## src/rtl/riscblade_pkg.sv

```systemverilog
// Shared definitions for the riscblade multicycle datapath: width,
// ALU operation encodings and instruction-register field positions.
package riscblade_pkg;

   localparam int DATA_W = 16;

   localparam logic ALU_ADD = 1'b0;
   localparam logic ALU_SUB = 1'b1;

   // IR layout: rs2 | rs1 | rd | opcode
   localparam int RS2_MSB = 15;
   localparam int RS2_LSB = 12;
   localparam int RS1_MSB = 11;
   localparam int RS1_LSB = 8;
   localparam int RD_MSB  = 7;
   localparam int RD_LSB  = 4;
   localparam int OP_MSB  = 3;
   localparam int OP_LSB  = 0;

endpackage

```

## src/rtl/alu16.sv

```systemverilog
// Combinational add/subtract ALU with zero flag; carry and borrow are dropped.
module alu16
   import riscblade_pkg::*;
#(
   parameter int WIDTH = DATA_W
) (
   input  logic [WIDTH-1:0] srca,
   input  logic [WIDTH-1:0] srcb,
   input  logic             aluop,
   output logic [WIDTH-1:0] alu_out,
   output logic             zero
);

   always_comb begin
      if (aluop == ALU_SUB) alu_out = srca - srcb;
      else                  alu_out = srca + srcb;
   end

   assign zero = (alu_out == '0);

endmodule

```

## src/rtl/alu_datapath_regs.sv

```systemverilog
// Multicycle datapath storage (IR, MDR, A, B, ALUOut) around the ALU.
// Operand muxes live outside; only IR has a load enable.
module alu_datapath_regs
   import riscblade_pkg::*;
#(
   parameter int WIDTH = DATA_W
) (
   input  logic             clock,
   input  logic             reset,
   input  logic [WIDTH-1:0] mem_out,
   input  logic             iren,
   input  logic [WIDTH-1:0] reg_a,
   input  logic [WIDTH-1:0] reg_b,
   input  logic [WIDTH-1:0] srca,
   input  logic [WIDTH-1:0] srcb,
   input  logic             aluop,
   output logic [WIDTH-1:0] inst_out,
   output logic [3:0]       rs1,
   output logic [3:0]       rs2,
   output logic [3:0]       rd,
   output logic [3:0]       opcode,
   output logic [WIDTH-1:0] mdr_out,
   output logic [WIDTH-1:0] a_out,
   output logic [WIDTH-1:0] b_out,
   output logic [WIDTH-1:0] alu_out,
   output logic [WIDTH-1:0] aluout_reg,
   output logic             zero
);

   alu16 #(.WIDTH(WIDTH)) u_alu (
      .srca    (srca),
      .srcb    (srcb),
      .aluop   (aluop),
      .alu_out (alu_out),
      .zero    (zero)
   );

   always_ff @(posedge clock) begin
      if (reset) begin
         inst_out   <= '0;
         mdr_out    <= '0;
         a_out      <= '0;
         b_out      <= '0;
         aluout_reg <= '0;
      end else begin
         if (iren) inst_out <= mem_out;
         mdr_out    <= mem_out;
         a_out      <= reg_a;
         b_out      <= reg_b;
         aluout_reg <= alu_out;
      end
   end

   assign rs2    = inst_out[RS2_MSB:RS2_LSB];
   assign rs1    = inst_out[RS1_MSB:RS1_LSB];
   assign rd     = inst_out[RD_MSB:RD_LSB];
   assign opcode = inst_out[OP_MSB:OP_LSB];

endmodule

```

## config.mk

```make
export PLATFORM = sky130hd
export DESIGN_NAME = alu_datapath_regs
export DESIGN_NICKNAME = d
export VERILOG_FILES = /design/src/rtl/riscblade_pkg.sv /design/src/rtl/alu16.sv /design/src/rtl/alu_datapath_regs.sv
export SDC_FILE = /design/constraint.sdc
export NUM_CORES = 1
export LEC_CHECK = 0
export CAP_MARGIN = 20
export CORE_MARGIN = 2
export CORE_UTILIZATION = 39
export CTS_CLUSTER_DIAMETER = 50
export DETAILED_ROUTE_END_ITERATION = 10
export HOLD_SLACK_MARGIN = 0.08
export PLACE_DENSITY = 0.89
export SYNTH_ARGS = -nofsm -noshare
export SYNTH_HDL_FRONTEND = slang
export SYNTH_SLANG_ARGS = --single-unit
```

## constraint.sdc

```tcl
create_clock -name clock -period 6.4 [get_ports clock]
set_clock_uncertainty 0.05 [all_clocks]
set_input_delay 1.28 -clock clock [delete_from_list [all_inputs] [get_ports clock]]
set_output_delay 1.28 -clock clock [all_outputs]
set_load 0.05 [all_outputs]
```

==> out/metrics.csv <==
metric,value,unit
final worst hold slack,476.1,ps
initial antenna violation count,0,
number of flops mapped to enable cells by yosys,0,
DIE AREA,9961,um2
"Period Utilization, post-route",96.89,%
die height,99.81,um
Hold Path End,inst_out[12],
Comb pwr share,43.3,%
Worst EP arrival,4870,ps
Avg Inst Size Synth,9.395,um2
Synth Flop Type,dfxtp_1,
Post-synth ARST share,0,%
worst setup path category,in -> out,
Worst setup SP type,input pin,
f_max,0.1613,GHz
# placed instances,657,
H-tree depth,3,
wire length per cell,15.59,um
largest net degree at the start of global routing,81,
status,finished clean,
switch share,38.74,%
Hold Path Origin,inst_out[12],
overall routing resource usage,20.27,%
CTS hold repair buffers,0,
Yosys warnings,0,
Tmin final,6201,ps
die span in x,99.81,um
Synth area leaders,"dfxtp_1, nor2b_1, ha_1",
worst hold path type,reg -> reg,
worst reg2reg startpoint,inst_out[8],
detailed placer's ending HPWL,8304,um
actual slew at the worst max-slew pin,1031,ps
max-slew violation count,0,
FF-to-FF End,inst_out[8],
relative slew slack,31.06,%
first-pass GRT wire length,15780,um
final setup vio count,0,
via count,3236,
I/O pin cnt,197,
Reg power frac,32.3,%
total of max-cap violations,0,
clk buf depth,2,
GP Congestion,0.8375,
Row Count,34,
crit end category,primary output,
largest area contributor in the netlist,dfxtp_1,
R2R cell count,2,
Critical Path Fanout Max,7,
PwrDens,293.4,nW/um2
"Seq/Total Area, Yosys",44.74,%
hold path depth,2,
synth unique cells,42,
area of the multi-input gates,1752,um2
P_leak,2.377,nW
later-pin clock latency in the skew report,330,ps
sw power,0.0006610,W
Synth Cell Area,3580,um2
Via density,4.794,
DRC,0,
Num CTS Buffers,9,
Reg area,1602,um2
PortBufs,196,
Clock power frac,24.3,%
CTS Sinks,80,
Post-Syn Instances,381,
CP required,5070,ps
number of global-route vias before repair,3147,
Clock transition at path regs,80,ps
nets,663,
Antenna diodes,0,
Area Overhead vs Synth,62.50,%
Root Buffer Master,clkbuf_8,
Post-Synthesis Net Count,482,
routed wire length,10520,um
Synth Register Bits,80,
worst vdd ir,0.1123,mV
share of layout cells above drive strength 1,8.113,%
CTS tree,done,
Iter 0 DRT Violations,60,
Internal,0.001045,W
post-synth top area share,44.74,%
FF-to-FF setup slack,5660,ps
post-layout util,66.06,%
final std cells w/o fill,675,
"antenna viol nets, final",0,
grt ovf,0,
Placeable Area,8806,um2
Final Hold Fails,0,
drt pass-1 iters,4,
FILL cells,699,
initial core utilization,40.65,%
-- worst max-delay path by stage --
stage,cells past startpoint,from,endpoint,slack [ps]
after floorplan,15,srcb[0],zero,340
after global placement,16,srcb[0],zero,130
after detailed placement,17,srcb[0],zero,50
after CTS,17,srcb[0],zero,40
after global routing,18,srcb[1],zero,-50
final,15,srcb[0],zero,200
-- power groups by stage --
stage	Sequential [W]	Combinational (W)	Clock [W]
after floorplan	0.000706	0.000326	0
after global placement	0.000563	0.000718	0
after detailed placement	0.000564	0.000729	0
after CTS	0.000553	0.000731	0.000428
after global routing	0.000556	0.000776	0.000444
final	0.000552	0.000739	0.000415
-- Yosys cell counts, types with 2 or more instances --
cell type,number
xor2_1,3
nor3_1,9
or3_1,6
xnor2_1,22
a31oi_1,3
nor2_1,43
buf_6,3
nand2b_1,2
nor2b_1,59
mux2i_1,17
a21o_1,5
and3_1,3
inv_1,18
nor4_1,3
o21ai_0,6
clkbuf_1,13
o221ai_1,2
nand4_1,4
dfxtp_1,80
nand2_1,10
and4_1,2
buf_4,16
nand3_1,3
ha_1,16
a21oi_1,16
-- placed cells by master, fill, tap and decap left out, types with 3 or more instances in the layout --
cell type,n
mux2i_1,17
clkdlybuf4s50_1,188
nand2_1,10
o21ai_0,4
dfxtp_1,80
a21o_1,5
and3_1,3
xnor2_1,22
o21ai_1,3
inv_1,18
ha_1,14
nor2_1,43
nand4_1,4
clkbuf_8,9
a31oi_1,3
xor2_1,3
or3_1,6
nor3_1,6
buf_12,4
buf_4,9
nor2b_1,59
a21oi_1,16
nand3_1,3
-- stage by stage --
| step | power (W) | TNS, ps | setup WS (ps) | instance area (um2) |
|---|---|---|---|---|
| after floorplan | 0.001032 | 0 | 340.5 | 3580 |
| after global placement | 0.001281 | 0 | 130.6 | 5532 |
| after detailed placement | 0.001293 | 0 | 51.43 | 5532 |
| after CTS | 0.001712 | 0 | 43.87 | 5758 |
| after global routing | 0.001776 | -48.09 | -48.09 | 5817 |
| final | 0.001706 | 0 | 198.9 | 5817 |
-- layout make-up --
type / instances / area share [%]
Timing Repair Buffer: 202 / 34.98
Multi-Input combinational cell: 251 / 30.11
Sequential cell: 80 / 27.53
Tap cell: 108 / 2.323
Clock buffer: 9 / 2.129
Clock inverter: 7 / 1.764
Inverter: 18 / 1.162
-- critical path: stages --
cell and delay [ps]:
clkdlybuf4s50_1 440, inv_1 70, ha_1 170, nand2b_1 70
or4_4 460, nor2b_1 160, xnor2_1 120, ha_1 280
or3_1 320, or3_1 330, a31oi_1 290, o21ai_0 170
xnor2_1 250, and4_1 280, buf_12 150
-- logic make-up after synthesis --
logic type      count (synthesis)  share of synthesized area, %
mux                            18                         5.173
simple gates                  149                         22.20
flops                          80                         44.74
buf+inv                        50                         7.550
fa+ha+maj                      17                         6.152
xor+xnor                       25                         6.117
compound gates                 42                         8.075
-- per-layer routing --
| metal | GRT usage, % | vias up | share of wire [%] |
|---|---|---|---|
| met5 | 0 | - | 0 |
| met4 | 7.692 | 0 | 2.3 |
| met3 | 5.153 | 20 | 7.2 |
| met2 | 39.35 | 142 | 54 |
| met1 | 20.67 | 1471 | 36 |
| li1 | - | 1603 | - |
-- timing repair --
action	CTS	global route
gates resized for setup	0	13
setup endpoints to repair	0	2
setup buffers	0	2
(Power assumes the default switching activity.)
